`src/rtl/ahb_write_buffer.sv`:
```
// Posted-write buffer between an AHB-Lite master and the downstream interconnect.
// Bufferable writes are queued and drained in order; everything else passes through.
module ahb_write_buffer #(
    parameter int unsigned W_ADDR = 32,
    parameter int unsigned W_DATA = 32,
    parameter int unsigned DEPTH  = 4
) (
    input  logic                    clk,
    input  logic                    rst,
    output logic                    src_hready_resp,
    input  logic                    src_hready,
    output logic                    src_hresp,
    input  logic [W_ADDR-1:0]       src_haddr,
    input  logic                    src_hwrite,
    input  logic [1:0]              src_htrans,
    input  logic [2:0]              src_hsize,
    input  logic [2:0]              src_hburst,
    input  logic [3:0]              src_hprot,
    input  logic                    src_hmastlock,
    input  logic [W_DATA-1:0]       src_hwdata,
    output logic [W_DATA-1:0]       src_hrdata,
    input  logic                    dst_hready_resp,
    output logic                    dst_hready,
    input  logic                    dst_hresp,
    output logic [W_ADDR-1:0]       dst_haddr,
    output logic                    dst_hwrite,
    output logic [1:0]              dst_htrans,
    output logic [2:0]              dst_hsize,
    output logic [2:0]              dst_hburst,
    output logic [3:0]              dst_hprot,
    output logic                    dst_hmastlock,
    output logic [W_DATA-1:0]       dst_hwdata,
    input  logic [W_DATA-1:0]       dst_hrdata,
    output logic [$clog2(DEPTH):0]  wbuf_level,
    output logic                    wbuf_err,
    output logic [W_ADDR-1:0]       wbuf_err_addr,
    input  logic                    err_clr
);

    localparam int unsigned AW = $clog2(DEPTH);
    localparam int unsigned LW = AW + 1;
    localparam logic [LW-1:0] FullLevel = LW'(DEPTH);

    typedef enum logic [3:0] {
        SIdle, SWdph, SRwait, SUwait, SRdph, SUdph, SRdone, SUdone, SErr0, SErr1
    } src_state_e;

    typedef enum logic {DIdle, DDph} drn_state_e;

    src_state_e src_q, src_d;
    drn_state_e drn_q, drn_d;

    logic [W_ADDR-1:0] addr_q;
    logic [2:0]        size_q;
    logic [3:0]        prot_q;
    logic [W_DATA-1:0] rdata_q, rdata_d;
    logic [LW-1:0]     wr_ptr_q, wr_ptr_d, rd_ptr_q, rd_ptr_d;
    logic              err_q, err_d;
    logic [W_ADDR-1:0] err_addr_q, err_addr_d;

    logic [W_ADDR-1:0] fifo_addr [DEPTH];
    logic [2:0]        fifo_size [DEPTH];
    logic [3:0]        fifo_prot [DEPTH];
    logic [W_DATA-1:0] fifo_data [DEPTH];

    logic [LW-1:0] level;
    logic          empty, full;
    logic          addr_accept, push, pop, pass_issue, drain_issue, err_set;
    logic [AW-1:0] head, tail;

    logic unused_ok;
    assign unused_ok = ^{src_hburst, src_hmastlock, src_htrans[0]};

    assign level = wr_ptr_q - rd_ptr_q;
    assign empty = (level == '0);
    assign full  = (level == FullLevel);
    assign head  = rd_ptr_q[AW-1:0];
    assign tail  = wr_ptr_q[AW-1:0];

    // Upstream response is a pure function of state and the registered fill level
    always_comb begin
        src_hready_resp = 1'b0;
        src_hresp       = 1'b0;
        case (src_q)
            SIdle, SRdone, SUdone: src_hready_resp = 1'b1;
            SWdph:                 src_hready_resp = !full;
            SErr0:                 src_hresp = 1'b1;
            SErr1: begin
                src_hready_resp = 1'b1;
                src_hresp       = 1'b1;
            end
            default: ;
        endcase
    end

    assign addr_accept = src_hready && src_htrans[1] && src_hready_resp;
    assign push        = (src_q == SWdph) && !full;
    // Pass-through only starts once every posted write has fully retired
    assign pass_issue  = ((src_q == SRwait) || (src_q == SUwait)) && empty && (drn_q == DIdle);
    assign drain_issue = (drn_q == DIdle) && !empty;

    always_comb begin
        src_d   = src_q;
        rdata_d = rdata_q;
        if (src_hready_resp) begin
            if (addr_accept) begin
                src_d = !src_hwrite ? SRwait : (src_hprot[2] ? SWdph : SUwait);
            end else begin
                src_d = SIdle;
            end
        end else begin
            case (src_q)
                SRwait: if (pass_issue && dst_hready_resp) src_d = SRdph;
                SUwait: if (pass_issue && dst_hready_resp) src_d = SUdph;
                SRdph, SUdph: begin
                    if (dst_hready_resp) begin
                        if (dst_hresp) begin
                            src_d = SErr0;
                        end else if (src_q == SRdph) begin
                            src_d   = SRdone;
                            rdata_d = dst_hrdata;
                        end else begin
                            src_d = SUdone;
                        end
                    end
                end
                SErr0:   src_d = SErr1;
                default: ;
            endcase
        end
    end

    always_comb begin
        drn_d   = drn_q;
        pop     = 1'b0;
        err_set = 1'b0;
        case (drn_q)
            DIdle: if (drain_issue && dst_hready_resp) drn_d = DDph;
            DDph: begin
                if (dst_hready_resp) begin
                    pop     = 1'b1;
                    err_set = dst_hresp;
                    drn_d   = DIdle;
                end
            end
            default: ;
        endcase
    end

    always_comb begin
        wr_ptr_d   = push ? wr_ptr_q + LW'(1) : wr_ptr_q;
        rd_ptr_d   = pop ? rd_ptr_q + LW'(1) : rd_ptr_q;
        err_d      = err_set | (err_q & ~err_clr);
        err_addr_d = (err_set && !err_q) ? fifo_addr[head] : err_addr_q;
    end

    always_comb begin
        dst_htrans = 2'b00;
        dst_haddr  = '0;
        dst_hwrite = 1'b0;
        dst_hsize  = 3'b000;
        dst_hprot  = 4'b0000;
        dst_hwdata = '0;
        if (drain_issue) begin
            dst_htrans = 2'b10;
            dst_haddr  = fifo_addr[head];
            dst_hwrite = 1'b1;
            dst_hsize  = fifo_size[head];
            dst_hprot  = fifo_prot[head];
        end else if (pass_issue) begin
            dst_htrans = 2'b10;
            dst_haddr  = addr_q;
            dst_hwrite = (src_q == SUwait);
            dst_hsize  = size_q;
            dst_hprot  = prot_q;
        end
        if (drn_q == DDph) begin
            dst_hwdata = fifo_data[head];
        end else if (src_q == SUdph) begin
            dst_hwdata = src_hwdata;
        end
    end

    assign dst_hready    = dst_hready_resp;
    assign dst_hburst    = 3'b000;
    assign dst_hmastlock = 1'b0;
    assign src_hrdata    = rdata_q;
    assign wbuf_level    = level;
    assign wbuf_err      = err_q;
    assign wbuf_err_addr = err_addr_q;

    always_ff @(posedge clk) begin
        if (rst) begin
            src_q      <= SIdle;
            drn_q      <= DIdle;
            addr_q     <= '0;
            size_q     <= 3'b000;
            prot_q     <= 4'b0000;
            rdata_q    <= '0;
            wr_ptr_q   <= '0;
            rd_ptr_q   <= '0;
            err_q      <= 1'b0;
            err_addr_q <= '0;
        end else begin
            src_q      <= src_d;
            drn_q      <= drn_d;
            rdata_q    <= rdata_d;
            wr_ptr_q   <= wr_ptr_d;
            rd_ptr_q   <= rd_ptr_d;
            err_q      <= err_d;
            err_addr_q <= err_addr_d;
            if (addr_accept) begin
                addr_q <= src_haddr;
                size_q <= src_hsize;
                prot_q <= src_hprot;
            end
        end
    end

    // Payload storage needs no reset; validity is tracked by the pointers
    always_ff @(posedge clk) begin
        if (push) begin
            fifo_addr[tail] <= addr_q;
            fifo_size[tail] <= size_q;
            fifo_prot[tail] <= prot_q;
            fifo_data[tail] <= src_hwdata;
        end
    end

endmodule

```
`config.mk`:
```
export PLATFORM = sky130hd
export DESIGN_NAME = ahb_write_buffer
export DESIGN_NICKNAME = d
export VERILOG_FILES = /design/src/rtl/ahb_write_buffer.sv
export SDC_FILE = /design/constraint.sdc
export NUM_CORES = 1
export LEC_CHECK = 0
export CORE_ASPECT_RATIO = 1.2
export CORE_MARGIN = 2
export CORE_UTILIZATION = 55
export CTS_BUF_LIST = sky130_fd_sc_hd__clkbuf_4 sky130_fd_sc_hd__clkbuf_8
export CTS_CLUSTER_SIZE = 30
export DETAILED_ROUTE_END_ITERATION = 10
export GPL_ROUTABILITY_DRIVEN = 1
export PLACE_DENSITY_LB_ADDON = 0.3
export SLEW_MARGIN = 10
export SYNTH_ARGS = -nofsm -noshare
export SYNTH_HDL_FRONTEND = slang
export SYNTH_SLANG_ARGS = --single-unit
```
`constraint.sdc`:
```
create_clock -name clk -period 4.74 [get_ports clk]
set_input_delay 0.948 -clock clk [delete_from_list [all_inputs] [get_ports clk]]
set_output_delay 0.948 -clock clk [all_outputs]
set_load 0.03 [all_outputs]
```
[Yosys cells after proc, flatten, opt, wreduce, memory -nomap -nowiden]
Memories as Yosys holds them, arrays and structs flattened. A register that Yosys moved wholly into a read port is not among the register bits.
Index checks and enable logic that the tools add are counted.
Cells by class
  multiplexer cells: 41
  add/sub/neg operators: 3
  reductions and logical operators: 21
  bitwise gates (word level): 6
  eq/ne operators: 13
Operator list (number)
  32-bit two-way mux: 4
  4-bit two-way mux: 7
  2-bit two-way mux: 13
  4-bit by 3-bit == test with 1-bit output, second input constant: 4
  4-bit one-hot mux with 4 select lines: 1
  1-bit two-way mux: 12
  1-bit logical AND: 9
  4-bit by 2-bit == test with 1-bit output, second input constant: 2
  4-bit == test, second input constant: 2
  3-bit by 1-bit adder with 3-bit output, second input constant: 2
  3-bit two-way mux: 2
  3-bit by 2-bit != test with 1-bit output, second input constant: 2
  5-bit AND reduction: 1
  5-bit nonzero test: 1
  4-bit by 1-bit == test with 1-bit output, second input constant: 1
  4-bit logical NOT: 1
  1-bit inverter: 4
  1-bit one-hot mux with 2 select lines: 2
  4-bit AND reduction: 1
  2-bit OR reduction: 2
  4-bit OR reduction: 1
  3-bit == test, second input constant: 1
  1-bit logical NOT: 3
  3-bit logical NOT: 1
  other kinds (5): 5
Storage, ports and cells
  flip-flop bits (word level): 115
  memories: 4
  output and inout bits: 149
  word-level logic and storage cells: 98
  bits in writable memories: 284
Memory list
  fifo_addr: depth 4, bits a word 32, read ports 1, clocked after memory_dff 1, wr ports 1, line 61  | logic [W_ADDR-1:0] fifo_addr [DEPTH];
  fifo_data: depth 4, bits a word 32, read ports 1, clocked after memory_dff 1, wr ports 1, line 64  | logic [W_DATA-1:0] fifo_data [DEPTH];
  fifo_prot: depth 4, bits a word 4, read ports 1, clocked after memory_dff 1, wr ports 1, line 63  | logic [3:0] fifo_prot [DEPTH];
  fifo_size: depth 4, bits a word 3, read ports 1, clocked after memory_dff 1, wr ports 1, line 62  | logic [2:0] fifo_size [DEPTH];

[Longest topological paths before layout]
Gate-level depths: netlist of the first run.
  depth in word-level cells: 8
  mapped depth: 10
  mapped depth without buffers: 8

[Worst setup path after synthesis of the first run]
No wires, ideal clock.
  path type: flip-flop to flip-flop
  start point: reg wr_ptr_q[0]
  end point: mem fifo_addr[0][0], enable pin
  setup slack: 1060 ps
  arrival: 3243 ps
  cell stages (with the launch flop): 7
  path buffers: 0
  setup time: 437 ps
  data required time: 4303 ps
  cell sequence: dfxtp_1 -> inv_1 -> ha_1 -> fa_1 -> nand2_1 -> o21a_1 -> and2_1
On the way
  longest elaborated chain between the ends: 6
Ends and longest elaborated chain
  start: declaration: line 57  | logic [LW-1:0] wr_ptr_q, wr_ptr_d, rd_ptr_q, rd_ptr_d;
  start signal: assignment: line 208  | wr_ptr_q <= wr_ptr_d;
  3-bit subtractor: line 74  | assign level = wr_ptr_q - rd_ptr_q;
  3-bit == test: line 76  | assign full = (level == FullLevel);
  1-bit logical NOT: line 97  | assign push = (src_q == SWdph) && !full;
  1-bit logical AND: line 97
  1-bit two-way mux: line 222  | if (push) begin
  1-bit two-way mux (implied by the code): line 223  | fifo_addr[tail] <= addr_q;
  end: declaration: line 61
Parallel ways exist; a longest one is shown, timed or not.

[Final worst setup path of the first run]
  start point: reg wr_ptr_q[0]
  end point: out dst_hprot[2]
On the way
  longest elaborated chain between the ends: 6
Ends and longest elaborated chain
  3-bit subtractor *: line 74
  3-bit logical NOT *: line 75  | assign empty = (level == '0);
  1-bit logical AND (2 in series): line 99  | assign pass_issue = ((src_q == SRwait) || (src_q == SUwait)) && empty && (drn_q == DIdle);
  4-bit two-way mux: line 170  | end else if (pass_issue) begin
  4-bit two-way mux *: line 164  | if (drain_issue) begin
  end: declaration: line 30  | output logic [3:0] dst_hprot,
Mark *: on every way between the ends. The rest lies on a longest branch, timed or not.

==> results of run 1 <==
[layout by cell type (no fill, tap or decap), drive strengths merged, types with 2 or more instances in the layout]
master / synthesis / layout
edfxtp: 284 / 284
clkdlybuf4s50: 0 / 252
nand2: 135 / 135
dfxtp: 117 / 117
a21oi: 111 / 111
clkbuf: 62 / 80
mux4: 71 / 71
a22o: 71 / 71
nand4: 41 / 41
o31ai: 40 / 40
buf: 34 / 26
clkinv: 0 / 23
nor2: 10 / 10
inv: 8 / 8
ha: 6 / 6
nand3: 5 / 5
conb: 1 / 5
and2: 5 / 5
nand2b: 4 / 4
nor2b: 3 / 3
bufinv: 0 / 3
nor3: 3 / 3
a32o: 2 / 2
o21ai: 2 / 2
o22ai: 2 / 2
xor2: 2 / 2
nor3b: 2 / 2
and3: 2 / 2
xnor2: 2 / 2
or3b: 2 / 2
a311oi: 2 / 2
clkinvlp: 0 / 2
nor4b: 2 / 2
nor4: 2 / 2
[kinds of logic after synthesis]
group | share of synthesized area (%)
flip-flops | 69.00
AO/OA/AOI/OAI | 10.38
AND/OR/NAND/NOR | 6.615
buffers and inverters | 2.859
multiplexers | 10.15
adder cells (fa/ha/maj) | 0.6036
XOR/XNOR | 0.3733
other | 0.02380
[what timing repair did]
item,CTS,global route
setup endpoints to repair,0,35
resized for setup,0,3
buffers inserted,0,0
[layer usage]
| layer | GRT usage (%) | vias to the layer above | routed length [microns] |
|---|---|---|---|
| li1 | - | 4595 | - |
| met1 | 30.31 | 5037 | 14420 |
| met2 | 42.02 | 412 | 18460 |
| met3 | 6.432 | 60 | 2926 |
| met4 | 7.623 | 2 | 779 |
| met5 | 0 | - | 11 |
[through the flow]
stage	util [%]	setup WS [ns]	hold WS, ns
after floorplan	-	1.060	0.4808
after global routing	70.88	0.008265	0.4675
after CTS	70.84	0.04477	0.4534
after global placement	66.53	0.7496	0.4403
after detailed placement	66.53	0.7056	0.4458
final	70.88	0.1772	0.4525
[worst max-delay path by stage]
stage / start / endpoint / slack, ns / cells past startpoint
after floorplan: wr_ptr_q[0] / fifo_addr[0][0] / 1.06 / 6
after global placement: wr_ptr_q[0] / dst_haddr[7] / 0.75 / 10
after detailed placement: wr_ptr_q[0] / dst_haddr[7] / 0.71 / 9
after CTS: wr_ptr_q[0] / dst_haddr[7] / 0.04 / 9
after global routing: wr_ptr_q[0] / dst_haddr[23] / 0.008 / 9
final: wr_ptr_q[0] / dst_hprot[2] / 0.18 / 9
[cell type report]
cell class / count / area (sq um)
fill: 1834 / 8177
inverter: 8 / 31.28
sequential: 401 / 10880
antenna: 1 / 2.502
tap: 379 / 474.2
multi-input combinational: 549 / 4537
clock buffer: 80 / 994.7
timing repair buffer: 279 / 2771
clock inverter: 28 / 216.5
[sequential cells by signal (all words and copies together) (netlist names), named ones only]
register / flops
fifo_addr: 128
fifo_data: 128
addr_q: 32
src_hrdata: 32
wbuf_err_addr: 32
fifo_prot: 16
fifo_size: 12
prot_q: 4
src_q: 4
rd_ptr_q: 3
size_q: 3
wr_ptr_q: 3
drn_q: 1
wbuf_err: 1
[power breakdown]
part / switching [mW] / internal, mW / leakage, nW
clock: 1.26 / 1.53 / 0.647
combinational: 0.753 / 0.555 / 2.30
sequential: 0.0894 / 3.90 / 3.50
total: 2.10 / 5.99 / 6.45
[critical path: stages (launching register included)]
cell             delay [ns]
dfxtp_1                0.40
inv_1                  0.11
ha_1                   0.22
fa_1                   0.37
xnor3_2                0.34
inv_2                  0.10
nor3_4                 0.20
buf_4                  0.35
a22o_1                 0.25
clkdlybuf4s50_1        0.68
==> flow_summary_export.csv, run 1 <==
group,metric,value,unit
sta,rsz0062_at_grt,"false",
die,std_cell_rows,67,
yosys,yosysTopAreaCell,"edfxtp_1",
cts,cts_max_level,2,
sta,setup_tns,0,ns
die,die_h,189.4,microns
global_route,grt_pass1_wl,56330,microns
power,leakage,6.450,nW
setup_path,cp-end-kind,"primary output",
min_path,min_from,"src_hrdata[0]",
yosys,synth.area.top_cells,"edfxtp_1 (54%), dfxtp_1 (15%), mux4_2 (10%), a22o_1 (3.9%), a21oi_1 (3.5%)",
drt,wl_per_cell,21.22,microns
die,fp.dieW,158.5,microns
power,p_total,8.090,mW
setup_path,worstPathRequired,3.79,ns
min_path,hold_path_end,"src_hrdata[0]",
finish,drive_gt1_share,16.51,%
cts,cts_tree,"built",
die,start_util,56.10,%
drt,drt-vias-per-instance,5.859,
sta,timing.fmax,0.2192,GHz
min_path,hold_depth,2,
cts,cts_buffers,57,
yosys,yosysUniqueCellTypes,53,
setup_path,arrival,3.61,ns
global_route,grt_max_degree,92,
place,port-buffer-count,254,
sta,setup_viol_count_final,0,
yosys,synth_top_area_share,54.13,%
place,dp_cells,1616,
sta,fin_crit_sh,96.26,%
drt,wirelength,36600,microns
yosys,yosys_warnings,0,
die,io_pins,265,
die,core-area,28080,sq um
cts,clock-sinks,401,
sta,tightest_slew,1.199,ns
power,peakVddDrop,0.2713,mV
yosys,seq_area_frac_synth,69.00,%
yosys,synth_edf_count,284,
finish,final_cells,1725,
setup_path,reg2reg_depth,7,
status,outcome,"complete, no violations",
power,cellPowerDensity,406.4,nW/um^2
sta,final-hold-violation-count,0,
global_route,gr-total-overflow,0,
global_route,grt_usage,24.45,%
drt,via_count,10110,
setup_path,ff2ff_setup_slack,1.59,ns
run,drv_cap,0,
yosys,synth_seq_cells,401,
finish,final_area,19910,sq um
cts,cts-hold-fix-buffers,0,
place,gp_congestion,0.8191,
place,place_area,18680,sq um
setup_path,path_class,"reg2out",
cts,root_buffer,"clkbuf_8",
yosys,netlist_instances,1050,
sta,slew_violations,0,
sta,relSlewSlack,19.96,%
drt,drtPass1Iterations,5,
drt,drc,0,
drt,drt_iter0_drc,661,
min_path,hp-class,"reg2reg",
setup_path,timing.rr.start,"wr_ptr_q[0]",
yosys,avgSynthCellArea,15.00,sq um
global_route,grt_pass1_vias,10470,
sta,final.setup_skew,0.01589,ns
yosys,synthTopCellsByCount,"edfxtp_1 (284), nand2_1 (135), dfxtp_1 (117)",
setup_path,r2r-end,"fifo_data[3][2]",
place,hpwl,22850,microns
setup_path,crit_fanout,22,
yosys,syn_area,15760,sq um
yosys,yosysMostFrequentCell,"edfxtp_1",
cts,cts.path.max_buffers,3,
cts,clk_pin_slew,0.07,ns
finish,nNetsFinal,1419,
global_route,antenna_found_initial,2,
cts,clock_latency,0.58,ns
yosys,synth_ff_type,"edfxtp_1",
setup_path,cp-start-kind,"register",
yosys,ys_async_sr_fraction,0,%
drt,drtAntennaViolNets,0,
die,die_area,30020,sq um
finish,area_delta_synth_final,26.35,%
sta,min_period,4.563,ns
Power figures use the tool's default switching activity.
==> inputs of run 2 (changes only) <==
Settings changed: CORE_UTILIZATION 55 to 45, SETUP_SLACK_MARGIN set to 0.15.
==> flow_summary_export.csv, run 2 (same netlist as run 1, synthesis figures left out) <==
group,metric,value,unit
status,outcome,"complete, no violations",
global_route,grt_pass1_wl,57550,microns
power,cellPowerDensity,401.3,nW/um^2
setup_path,ff2ff_setup_slack,1.59,ns
drt,wirelength,38000,microns
die,io_pins,265,
sta,fin_crit_sh,90.71,%
setup_path,worstPathRequired,3.79,ns
place,port-buffer-count,254,
global_route,gr-total-overflow,0,
setup_path,cp-start-kind,"register",
global_route,busiest_layer,"met2",
place,dp_slack,0.6604,ns
cts,cts_max_level,2,
global_route,grt_max_degree,89,
drt,drtAntennaViolNets,0,
power,peakVddDrop,0.2340,mV
die,std_cell_rows,75,
sta,setup_slack,0.4405,ns
global_route,gr-usage-met1,27.05,%
cts,clock_latency,0.60,ns
power,p_sw,2.133,mW
cts,post_cts_buffers,0,
setup_path,reg2reg_depth,7,
cts,clk_pin_slew,0.06,ns
sta,setup_viol_count_final,0,
die,die_area,36530,sq um
global_route,grt_pass1_vias,10090,
power,p_comb_share,16.2,%
die,die_h,209.0,microns
global_route,antenna_found_initial,3,
sta,relSlewSlack,16.13,%
drt,drtPass1Iterations,5,
global_route,use_met2,33.15,%
place,gp_congestion,0.7957,
setup_path,cp-end-kind,"primary output",
sta,min_period,4.300,ns
sta,setup_tns,0,ns
drt,via_count,10120,
setup_path,arrival,3.35,ns
sta,timing.fmax,0.2326,GHz
setup_path,crit_fanout,7,
setup_path,path_class,"reg2out",
finish,layout.cells.most_common,"edfxtp_1",
finish,drive_gt1_share,16.39,%
global_route,grt_usage,20.41,%
run,drv_cap,0,
sta,final.setup_skew,0.01241,ns
sta,slew_violations,0,
sta,tightest_slew,1.256,ns
min_path,hold_depth,2,
power,p_int,5.928,mW
finish,layout_common_cells,"edfxtp_1 (284), clkdlybuf4s50_1 (214), nand2_1 (134)",
drt,drt_iter0_drc,721,
power,clock_power_share,34.3,%
sta,final-hold-violation-count,0,
drt,drc,0,
die,fp.dieW,174.8,microns
place,hpwl,22620,microns
drt,wl_per_cell,20.99,microns
cts,cts_buffers,60,
power,p_seq_share,49.6,%
finish,area_delta_synth_final,27.49,%
die,core-area,34720,sq um
finish,nNetsFinal,1421,
min_path,hp-class,"reg2reg",
die,start_util,45.38,%
drt,drt-vias-per-instance,5.588,
finish,top_regs,"fifo_addr (128), fifo_data (128)",
sta,rsz0062_at_grt,"false",
cts,clock-sinks,401,
cts,cts-hold-fix-buffers,0,
global_route,met3_usage,5.095,%
cts,cts.path.max_buffers,3,
cts,root_buffer,"clkbuf_8",
power,switching_share,26.46,%
cts,cts_tree,"built",
power,leakage,6.939,nW
==> run 2: cell types whose count changed in the layout (fill, tap and decap cells not counted), sizes merged <==
cell and change:
bufinv -2, buf -1, clkbuf +6, clkdlybuf4s50 -38
clkinvlp +2, clkinv -1, dlygate4sd2 +12, dlymetal6s2s +26
inv -1
==> run 2: worst paths after layout <==
| check | start | endpoint |
|---|---|---|
| worst max register to register | wr_ptr_q[0] | fifo_addr[2][25] |
| worst min-delay path | src_hrdata[24] | src_hrdata[24] |
| worst max-delay path | wr_ptr_q[0] | src_hready_resp |
| worst min register to register | src_hrdata[24] | src_hrdata[24] |
==> run 2: power groups by stage <==
stage,Combinational (mW),Clock [mW],Sequential (mW)
after global placement,1.31,0,4.06
after detailed placement,1.32,0,4.07
after floorplan,0.771,0,4.05
after global routing,1.37,2.96,4.01
after CTS,1.31,2.83,4.00
final,1.30,2.76,4.00
==> run 2: area by class of cell <==
cell class	instances	area, sq um
Clock buffer	86	1052
Fill cell	2749	14640
Sequential cell	401	10880
Timing Repair Buffer	278	2850
Antenna cell	1	2.502
Clock inverter	26	152.6
Inverter	8	31.28
Tap cell	462	578.1
Multi-Input combinational cell	549	4539
==> run 2: worst max-delay path, cell delays in order, from the launching register on <==
cell	delay (ns)
dfxtp_1	0.40
inv_1	0.11
ha_1	0.22
fa_1	0.38
xnor3_2	0.33
or3_1	0.41
a32o_1	0.27
clkdlybuf4s50_1	0.63
==> run 2: metrics by stage <==
stage               area, sq um  utilization, %  hold slack [ns]  total power [mW]  cells
detailed placement        18810           54.16           0.4467             5.395   1698
CTS                       20010           57.62           0.4541             8.141   1810
floorplan                 15770               -           0.4808             4.817   1054
global route              20090           57.85           0.4710             8.350   1811
finish                    20090           57.85           0.4513             8.061   1811
global placement          18810           54.16           0.4404             5.374   1698
==> run 2: what timing repair did <==
item | in CTS | in global routing
resized for setup | 15 | 30
pin swaps | 0 | 0
gates cloned | 0 | 0
setup endpoints to repair | 27 | 27
==> run 2: routing by layer <==
metal  vias to the layer above  routed length, microns
met3                        63                    2894
met5                         -                      13
met1                      5066                   15900
met2                       389                   18370
li1                       4600                       -
met4                         2                     831
==> inputs of run 3 (changes only) <==
Settings changed: CORE_UTILIZATION 45 to 50.
==> flow_summary_export.csv, run 3 (same netlist as run 1, synthesis figures left out) <==
group,metric,value,unit
place,hpwl,23330,microns
drt,drt-vias-per-instance,5.778,
die,start_util,50.53,%
run,drv_cap,0,
finish,layout.cells.most_common,"edfxtp_1",
sta,tightest_slew,1.006,ns
cts,cts_buffers,61,
setup_path,arrival,3.41,ns
min_path,hp-class,"reg2reg",
drt,wirelength,37360,microns
drt,drtAntennaViolNets,0,
sta,setup_tns,0,ns
global_route,met3_usage,5.432,%
drt,via_count,10160,
global_route,grt_pass1_vias,10500,
cts,cts_tree,"built",
finish,drive_gt1_share,16.41,%
sta,relSlewSlack,32.91,%
die,die_area,32950,sq um
cts,clk_pin_slew,0.07,ns
finish,nNetsFinal,1425,
finish,top_regs,"fifo_addr (128), fifo_data (128)",
sta,final.setup_skew,0.05179,ns
setup_path,cp-start-kind,"register",
status,outcome,"complete, no violations",
cts,cts_max_level,2,
sta,setup_viol_count_final,0,
setup_path,crit_fanout,7,
sta,slew_violations,0,
setup_path,cp-end-kind,"primary output",
global_route,grt_pass1_wl,57830,microns
drt,drtPass1Iterations,6,
place,port-buffer-count,254,
power,leakage,7.030,nW
die,std_cell_rows,71,
global_route,gr-total-overflow,0,
setup_path,cp_slowest_cell,"clkdlybuf4s50_1",
die,die_h,198.5,microns
global_route,grt_usage,22.53,%
sta,final-hold-violation-count,0,
global_route,gr-usage-met1,28.97,%
power,peakVddDrop,0.2625,mV
cts,cts.path.max_buffers,3,
die,fp.dieW,166.0,microns
sta,rsz0062_at_grt,"false",
cts,root_buffer,"clkbuf_8",
die,core-area,31180,sq um
sta,fin_crit_sh,91.94,%
sta,timing.fmax,0.2295,GHz
global_route,busiest_layer,"met2",
die,io_pins,265,
setup_path,path_class,"reg2out",
setup_path,max_stage_delay,0.63,ns
drt,wl_per_cell,21.25,microns
setup_path,path_cells,"inv_1 -> ha_1 -> fa_1 -> xnor3_2 -> or3_1 -> a32o_1 -> clkdlybuf4s50_1",
place,gp_congestion,0.7853,
finish,layout_common_cells,"edfxtp_1 (284), clkdlybuf4s50_1 (214), nand2_1 (134)",
power,cellPowerDensity,406.7,nW/um^2
drt,drt_iter0_drc,750,
sta,min_period,4.358,ns
global_route,grt_max_degree,90,
global_route,antenna_found_initial,6,
global_route,use_met2,38.13,%
setup_path,worstPathRequired,3.79,ns
sta,whs,0.4505,ns
cts,clock_latency,0.63,ns
cts,clock-sinks,401,
drt,drc,0,
finish,area_delta_synth_final,27.44,%
-- run 3: critical path, delay by kind of cell, from the launching register on --
family	cells	cell delay, ns
buffers and inverters	2	0.74
adder cells (fa/ha/maj)	2	0.60
AND/OR/NAND/NOR	1	0.41
flip-flops	1	0.40
XOR/XNOR	1	0.34
AO/OA/AOI/OAI	1	0.29
-- run 3: metrics by stage --
stage / instances / area [sq um] / worst slack [ns] / power, mW / util (%)
2_1_floorplan: 1054 / 15770 / 1.060 / 4.817 / -
3_3_place_gp: 1639 / 18720 / 0.6487 / 5.361 / 60.03
3_5_place_dp: 1639 / 18720 / 0.5449 / 5.387 / 60.03
4_1_cts: 1754 / 19980 / 0.1328 / 8.250 / 64.09
5_1_grt: 1758 / 20080 / 0.2914 / 8.476 / 64.39
6_report: 1758 / 20080 / 0.3820 / 8.166 / 64.39
-- run 3: worst paths after layout --
check / from / endpoint / slack, ns / cells past startpoint
hold reg to reg: wbuf_err_addr[4] / wbuf_err_addr[4] / 0.45 / 2
setup / recovery: wr_ptr_q[0] / src_hready_resp / 0.38 / 7
setup reg to reg: wr_ptr_q[0] / fifo_addr[2][19] / 1.53 / 7
hold / removal: wbuf_err_addr[4] / wbuf_err_addr[4] / 0.45 / 2
-- run 3: where the power goes --
group / total, mW / leakage, nW / switching (mW) / internal [mW]
combinational: 1.30 / 2.87 / 0.750 / 0.547
sequential: 4.00 / 3.50 / 0.0912 / 3.91
clock: 2.87 / 0.661 / 1.28 / 1.60
-- run 3: layer usage --
metal / wire (microns) / vias to the layer above
met1: 14970 / 5096
met5: 26 / -
met4: 694 / 4
li1: - / 4619
met3: 2836 / 53
met2: 18840 / 386
-- run 3: timing repair --
item | 4_1_cts | 5_1_grt
cloned | 0 | 0
endpoints found under the setup margin | 38 | 31
resized for setup | 10 | 33
pin swaps | 1 | 0
setup buffers | 1 | 0
hold buffers | 0 | 0
-- run 3: area by class of cell --
cell class              count  area (sq um)
fillers                  2259         11100
flip-flops and latches    401         10880
multi-input cells         549          4539
repair buffers            281          2855
clock buffers              85          1051
well taps                 401         501.7
clock inverters            29         210.2
inverters                   8         31.28
diodes                      4         10.01
